$ cat config.mk
export PLATFORM = sky130hd
export DESIGN_NAME = frame_cmd_scheduler
export DESIGN_NICKNAME = d
export VERILOG_FILES = /design/src/rtl/frame_cmd_scheduler.sv
export SDC_FILE = /design/constraint.sdc
export NUM_CORES = 1
export LEC_CHECK = 0
export ABC_AREA = 1
export BUFFER_PORTS_ARGS = -buffer_cell sky130_fd_sc_hd__buf_2
export CAP_MARGIN = 20
export CORE_MARGIN = 3
export CORE_UTILIZATION = 40
export DETAILED_ROUTE_END_ITERATION = 6
export PLACE_DENSITY = 0.63
export REMOVE_ABC_BUFFERS = 1
export SLEW_MARGIN = 20
export SYNTH_ARGS = -nofsm -noshare
export SYNTH_HDL_FRONTEND = slang
export SYNTH_SLANG_ARGS = --single-unit
$ cat constraint.sdc
create_clock -name clk -period 8.5 [get_ports clk]
set_input_delay 1.7 -clock clk [delete_from_list [all_inputs] [get_ports clk]]
set_output_delay 1.7 -clock clk [all_outputs]
set_load 0.1 [all_outputs]
$ cat src/rtl/frame_cmd_scheduler.sv
// Command FIFO that steers writes to the hidden buffer and defers flips to vblank.
// Optional macro DROP_COUNT_EN adds a saturating drop_count output.
module frame_cmd_scheduler #(
    parameter int FIFO_DEPTH  = 16,
    parameter int ADDR_W      = 4,
    parameter int VBLANK_LINE = 480
) (
    input  logic              clk,
    input  logic              reset,
    input  logic [31:0]       cmd_in,
    input  logic              cmd_in_valid,
    output logic              cmd_in_ready,
    input  logic [9:0]        hcount,
    input  logic [9:0]        vcount,
    input  logic              clr_status,
    output logic [31:0]       writedata,
    output logic              back_sel,
    output logic              flip_pending,
    output logic [ADDR_W:0]   fifo_level,
    output logic              overflow,
`ifdef DROP_COUNT_EN
    output logic [15:0]       drop_count,
`endif
    output logic [15:0]       frame_count
);

    typedef enum logic [1:0] {
        S_RUN,
        S_WAIT_VBL,
        S_FLIP
    } state_t;

    state_t            r_state;
    state_t            w_state_nxt;
    logic [31:0]       r_mem [FIFO_DEPTH];
    logic [ADDR_W-1:0] r_wr_ptr;
    logic [ADDR_W-1:0] r_rd_ptr;
    logic [ADDR_W:0]   r_count;
    logic              r_vbl_d;
    logic [31:0]       r_writedata;
    logic              r_back_sel;
    logic              r_overflow;
    logic [15:0]       r_frame_count;

    logic              w_full;
    logic              w_empty;
    logic [3:0]        w_info;
    logic              w_push_req;
    logic              w_push;
    logic              w_drop;
    logic              w_pop;
    logic              w_flip;
    logic [31:0]       w_head;
    logic [31:0]       w_wd_nxt;
    logic              w_in_vbl;
    logic              w_vbl_start;
    logic              w_unused_hcount;

    assign w_unused_hcount = ^hcount;

    assign w_full     = (r_count == (ADDR_W+1)'(FIFO_DEPTH));
    assign w_empty    = (r_count == '0);
    assign w_info     = cmd_in[20:17];
    assign w_push_req = cmd_in_valid &&
                        (w_info == 4'b0001 || w_info == 4'b1111);
    assign w_push     = w_push_req && !w_full;
    assign w_drop     = w_push_req && w_full;
    assign w_head     = r_mem[r_rd_ptr];

    assign w_in_vbl    = (vcount >= 10'(VBLANK_LINE));
    assign w_vbl_start = w_in_vbl && !r_vbl_d;

    always_ff @(posedge clk) begin
        if (w_push) begin
            r_mem[r_wr_ptr] <= cmd_in;
        end
    end

    always_ff @(posedge clk or posedge reset) begin
        if (reset) begin
            r_wr_ptr <= '0;
            r_rd_ptr <= '0;
            r_count  <= '0;
        end else begin
            if (w_push) begin
                r_wr_ptr <= r_wr_ptr + 1'b1;
            end
            if (w_pop) begin
                r_rd_ptr <= r_rd_ptr + 1'b1;
            end
            case ({w_push, w_pop})
                2'b10:   r_count <= r_count + 1'b1;
                2'b01:   r_count <= r_count - 1'b1;
                default: r_count <= r_count;
            endcase
        end
    end

    always_ff @(posedge clk or posedge reset) begin
        if (reset) begin
            r_state       <= S_RUN;
            r_vbl_d       <= 1'b0;
            r_writedata   <= '0;
            r_back_sel    <= 1'b1;
            r_frame_count <= '0;
        end else begin
            r_state     <= w_state_nxt;
            r_vbl_d     <= w_in_vbl;
            r_writedata <= w_wd_nxt;
            if (w_flip) begin
                r_back_sel    <= ~r_back_sel;
                r_frame_count <= r_frame_count + 16'd1;
            end
        end
    end

    // Flip words are consumed here and never reach the bus directly.
    always_comb begin
        w_state_nxt = r_state;
        w_pop       = 1'b0;
        w_flip      = 1'b0;
        w_wd_nxt    = '0;
        case (r_state)
            S_RUN: begin
                if (!w_empty) begin
                    w_pop = 1'b1;
                    if (w_head[20:17] == 4'b1111) begin
                        w_state_nxt = S_WAIT_VBL;
                    end else begin
                        w_wd_nxt = {w_head[31:14], r_back_sel,
                                    w_head[12:0]};
                    end
                end
            end
            S_WAIT_VBL: begin
                if (w_vbl_start) begin
                    w_state_nxt = S_FLIP;
                end
            end
            S_FLIP: begin
                w_wd_nxt    = {6'b0, 5'b0, 4'b1111, 3'b0,
                               r_back_sel, 13'b0};
                w_flip      = 1'b1;
                w_state_nxt = S_RUN;
            end
            default: w_state_nxt = S_RUN;
        endcase
    end

    // A drop in the same cycle as a clear keeps the flag set.
    always_ff @(posedge clk or posedge reset) begin
        if (reset) begin
            r_overflow <= 1'b0;
        end else if (w_drop) begin
            r_overflow <= 1'b1;
        end else if (clr_status) begin
            r_overflow <= 1'b0;
        end
    end

`ifdef DROP_COUNT_EN
    logic [15:0] r_drop_count;

    always_ff @(posedge clk or posedge reset) begin
        if (reset) begin
            r_drop_count <= '0;
        end else if (clr_status) begin
            r_drop_count <= {15'b0, w_drop};
        end else if (w_drop && r_drop_count != 16'hFFFF) begin
            r_drop_count <= r_drop_count + 16'd1;
        end
    end

    assign drop_count = r_drop_count;
`endif

    assign cmd_in_ready = !w_full;
    assign writedata    = r_writedata;
    assign back_sel     = r_back_sel;
    assign flip_pending = (r_state == S_WAIT_VBL);
    assign fifo_level   = r_count;
    assign overflow     = r_overflow;
    assign frame_count  = r_frame_count;

endmodule

== Word-level counts from Yosys, hierarchy flattened ==
Memory sizes are Yosys's and may differ from the RTL's.
Index checks and enable logic that the tools add are counted.
Operators by class
  add/sub/neg operators: 5
  $mul: 0
  divide/modulo/power cells: 0
  magnitude comparators: 1
  equal/unequal tests: 11
  shifts and indexed selects: 0
  muxes and demuxes: 15
  bitwise gates (word level): 1
  reduce and logical (&&, ||, !) cells: 12
Operator list (number)
  $mux W32: 2
  $pmux W32 S2: 1
  $add A16 B1 Y16 const B: 1
  $ge A10 B9 Y1 const B: 1
  $pmux W5 S2: 1
  $add A4 B1 Y4 const B: 2
  $eq A4 B4 Y1 const B: 2
  $mux W1: 7
  $mux W2: 3
  $add A5 B1 Y5 const B: 1
  $eq A5 B5 Y1 const B: 1
  $logic_not A5 Y1: 1
  $sub A5 B1 Y5 const B: 1
  $eq A2 B1 Y1 const B: 2
  $eq A2 B2 Y1 const B: 2
  $eq A4 B1 Y1 const B: 1
  $logic_and A1 B1 Y1: 4
  $ne A2 B2 Y1 const B: 2
  $pmux W2 S2: 1
  $reduce_bool A2 Y1: 2
  $reduce_and A3 Y1: 1
  $logic_not A1 Y1: 2
  $logic_not A2 Y1: 1
  $ne A2 B1 Y1 const B: 1
  other kinds (2): 2
Storage, ports and cells
  register bits after elaboration: 66
  latch bits: 0
  RAM bits: 512
  memory bits (read-only): 0
  word-level logic and storage cells: 55
  memories: 1
Memories
  r_mem: words 16, width 32, read ports 1, clocked after memory_dff 0, wr ports 1, RTL line 35  | logic [31:0] r_mem [FIFO_DEPTH];

== Longest topological paths before layout ==
  word-level depth: 6
  depth in mapped cells: 15

== Worst setup path after synthesis ==
Ideal clock, no wire load.
  path type: in2reg
  start point: input port cmd_in[20]
  end point: memory r_mem[11][0] (enable)
  arrival time: 3.811 ns
  slack: 4.270 ns
  stages: 5
  buffers on the path: 0
  path through: nor2_1 o2111ai_1 nor2_1 nand2_1 nor2_1
Between the ends
  longest elaborated chain between the ends: 6
Ends and longest elaborated chain
  from (decl): RTL line 10  | input logic [31:0] cmd_in,
  $eq A4 B1 Y1 / $eq A4 B4 Y1 (equally long branches): RTL line 65  | (w_info == 4'b0001 || w_info == 4'b1111);
  $logic_or A1 B1 Y1 *: RTL line 65
  $logic_and A1 B1 Y1 *: RTL line 64  | assign w_push_req = cmd_in_valid &&
  $logic_and A1 B1 Y1 *: RTL line 66  | assign w_push = w_push_req && !w_full;
  $mux W1 *: RTL line 74  | if (w_push) begin
  $mux W1 (not written as such) *: RTL line 75  | r_mem[r_wr_ptr] <= cmd_in;
  to (decl): RTL line 35
Every way passes the cells marked *; elsewhere a longest branch is shown, timed or not.

== Worst setup path in the final report ==
  start point: register r_rd_ptr[0]
  end point: register r_writedata[17] (netlist: writedata[17])
Between the ends
  longest elaborated chain between the ends: 5
Ends and longest elaborated chain
  from (decl): RTL line 37  | logic [ADDR_W-1:0] r_rd_ptr;
  from (signal assigned): RTL line 89  | r_rd_ptr <= r_rd_ptr + 1'b1;
  $mem_v2 Z16 W32 *
  $eq A4 B4 Y1: RTL line 127  | if (w_head[20:17] == 4'b1111) begin
  $mux W32 *: RTL line 127
  $mux W32 *: RTL line 125  | if (!w_empty) begin
  $pmux W32 S2 *: RTL line 123  | case (r_state)
  named net w_wd_nxt[17]: RTL line 54  | logic [31:0] w_wd_nxt;
  to (signal assigned): RTL line 109  | r_writedata <= w_wd_nxt;
  to (decl): RTL line 40  | logic [31:0] r_writedata;
The timed path passes the listed nets; every way through them passes the cells marked *.
A chain may end at the register's enable or synchronous reset.

==> impl_metrics.toml <==
[outcome]
outcome = "finished clean"

[grt]
grt_max_degree = 112
grt.overflow.total = 0
grt_pass1_vias = 13964
grt_usage = 0.179
antenna_found_initial = 2
grt_pass1_wl_um = 82400

[cells_and_area]
area_growth_pct = 13.1
fill_cells = 5015
nNetsFinal = 1963
drive_above_1_share = 0.130
layout.area.seq_mm2 = 0.0166
fin_cells = 2694
multi_input_area_mm2 = 0.00527
stdcell_area_mm2 = 0.0255

[critical_path]
crit_type = "reg2reg"
crit_arrival_ns = 4.54
worst-endpoint-required_ns = 8.96
regToRegSetupSlack_ns = 4.41
crit_fanout = 96
end_kind = "flop"
setup.worst_path.start_class = "flop"

[power]
power.density_mw_per_mm2 = 353
total_leakage_power_nw = 9.48
worst_ir_drop_vdd_uv = 290

[synthesis]
synth_warnings = 0
ys_seq_elements = 562
synth_mux_area_frac = 0
synth_top_family_by_area = "simple AND/OR/NAND/NOR gates"
yosys.area_share.adder = 0.00554
async_reset_ff_frac = 0.117
synthSimpleGateAreaFrac = 0.171
ys_types = 39
synth_ff_type = "edfxtp_1"
synth_compound_area_frac = 0.0407
synth_xor_area_frac = 0.0109
synthCells = 1818
seq_area_frac_synth = 0.733
synth_edf_count = 496
syn_area_mm2 = 0.0226
postSynthAreaPerCell_um2 = 12.4

[timing]
finalHoldViolCount = 0
fmax_mhz = 245
period_needed_ns = 4.09
setup_tns_ns = 0
max_slew.worst_pin.slew_ns = 1.08
drv_slew = 0
fin_worst_skew_ns = 0.0122
setup_violations = 0
post-route-period-util = 0.481
timing.hold.ws_ns = 0.472
fin_ws_ns = 4.41
rsz0062_at_grt = "no"
relSlewSlack = 0.283

[flow_run]
cap_violations = 0

[detailed_routing]
first_iter_violations = 1224
dr.pass1.iters = 5
drtAntennaViolNets = 0
viasPerCell = 5.20
drc = 0
num_vias = 14008
routedWlPerCell_um = 19.8
finalWirelength_um = 53300

[die]
dieHeight_um = 244
dieArea_mm2 = 0.0593
start_util = 0.407
io_pins = 113
die_w_um = 244
core_area_mm2 = 0.0555
rows = 86

[place]
place_inst = 2586
dp_hpwl_um = 25700
place.gp.congestion = 0.748
dp_slack_ns = 3.90
dpl_cell_area_mm2 = 0.0237
io_buffers = 96

[clocking]
cts_htree_levels = 2
cts_resized = 0
cts_root_buf = "clkbuf_16"
numCtsBuffers = 57
ctsHoldBuffers = 0
clock_latency_ns = 0.59
cts_buffer_depth = 3
postCtsSetupBuffers = 0
clkSinkCount = 562
clk_pin_slew_ns = 0.06
cts_tree = "yes"

[worst_hold_path]
min_path_type = "reg2reg"
==> cell families after synthesis <==
kind of cell	count (synthesis)
and+or+nand+nor	912
DFF	562
buffers and inverters	163
AOI/OAI and AO/OA	143
xor gates and xnor gates	28
adders and majority gates	10
==> report_power, final <==
group | internal [mW] | switching [mW]
sequential | 3.18 | 0.124
clock | 1.42 | 1.02
combinational | 0.788 | 2.49
==> layout make-up <==
| type | count | area share |
|---|---|---|
| clock inverter | 37 | 0.0125 |
| multi-input combinational | 1093 | 0.206 |
| tap | 748 | 0.0366 |
| clock buffer | 69 | 0.0593 |
| timing repair buffer | 126 | 0.0281 |
| inverter | 57 | 0.00872 |
| sequential | 562 | 0.648 |
| antenna | 2 | 0.000196 |
==> synthesized netlist by cell type (11+ instances only) <==
master | instances | share of area
buf_2 | 40 | 0.0089
a21oi_1 | 69 | 0.015
nand2_1 | 523 | 0.087
a22oi_1 | 20 | 0.0066
clkbuf_1 | 18 | 0.0030
nand3_1 | 311 | 0.069
edfxtp_1 | 496 | 0.66
o21ai_1 | 14 | 0.0031
dfrtp_1 | 65 | 0.072
inv_1 | 54 | 0.0090
xnor2_1 | 11 | 0.0043
a221oi_2 | 11 | 0.0073
xor2_1 | 17 | 0.0066
buf_6 | 11 | 0.0055
buf_4 | 24 | 0.0080
nor2_1 | 67 | 0.011
o21ai_0 | 14 | 0.0031
==> layout by cell type (no fill, tap or decap), types with 17 or more instances in the layout <==
cell type / count
nor2_4: 17
xor2_1: 17
nor2_1: 51
dfrtp_1: 62
clkbuf_16: 59
inv_1: 52
a21oi_1: 69
buf_2: 96
edfxtp_1: 496
buf_4: 27
a22oi_1: 20
nand3_1: 311
nand2_1: 523
==> path summary, 6_finish.rpt <==
| check | from | depth (start not counted) | to |
|---|---|---|---|
| worst min register to register | frame_count[15] | 1 | frame_count[15] |
| worst min-delay path | frame_count[15] | 1 | frame_count[15] |
| min in group asynchronous | reset | 2 | writedata[23] |
| max in group asynchronous | reset | 3 | r_rd_ptr[1] |
| worst max-delay path | r_rd_ptr[0] | 12 | writedata[17] |
| worst max register to register | r_rd_ptr[0] | 12 | writedata[17] |
==> worst max-delay path: stages, from the launching register on <==
cell and delay (ns):
dfrtp_4 0.66, inv_6 0.38, buf_4 0.87, nand2_1 0.10, nand2_1 0.09, nand2_1 0.06
nand3_1 0.10, nand3_1 0.09, nand2_1 0.17, nand2_1 0.15, o21ai_4 0.67, buf_4 0.41
o21ai_0 0.12
==> metal layers <==
layer	wire length (um)	track usage
met5	0	0
met4	1200	0.0535
met3	3030	0.0266
met2	26200	0.307
met1	22900	0.237
==> state kept, by name (all words and copies together) (netlist names) <==
name / cells
r_state: 2
r_mem: 496
overflow: 1
r_vbl_d: 1
r_wr_ptr: 4
r_rd_ptr: 4
writedata: 32
frame_count: 16
fifo_level: 5
back_sel: 1
==> stage by stage <==
stage          total power [mW]  utilization
2_1_floorplan              5.79            -
3_3_place_gp               6.59        0.427
3_5_place_dp               6.65        0.427
4_1_cts                    9.10        0.460
5_1_grt                    9.53        0.460
6_report                   9.02        0.460
Note: power is estimated with default switching activity, not from simulation.
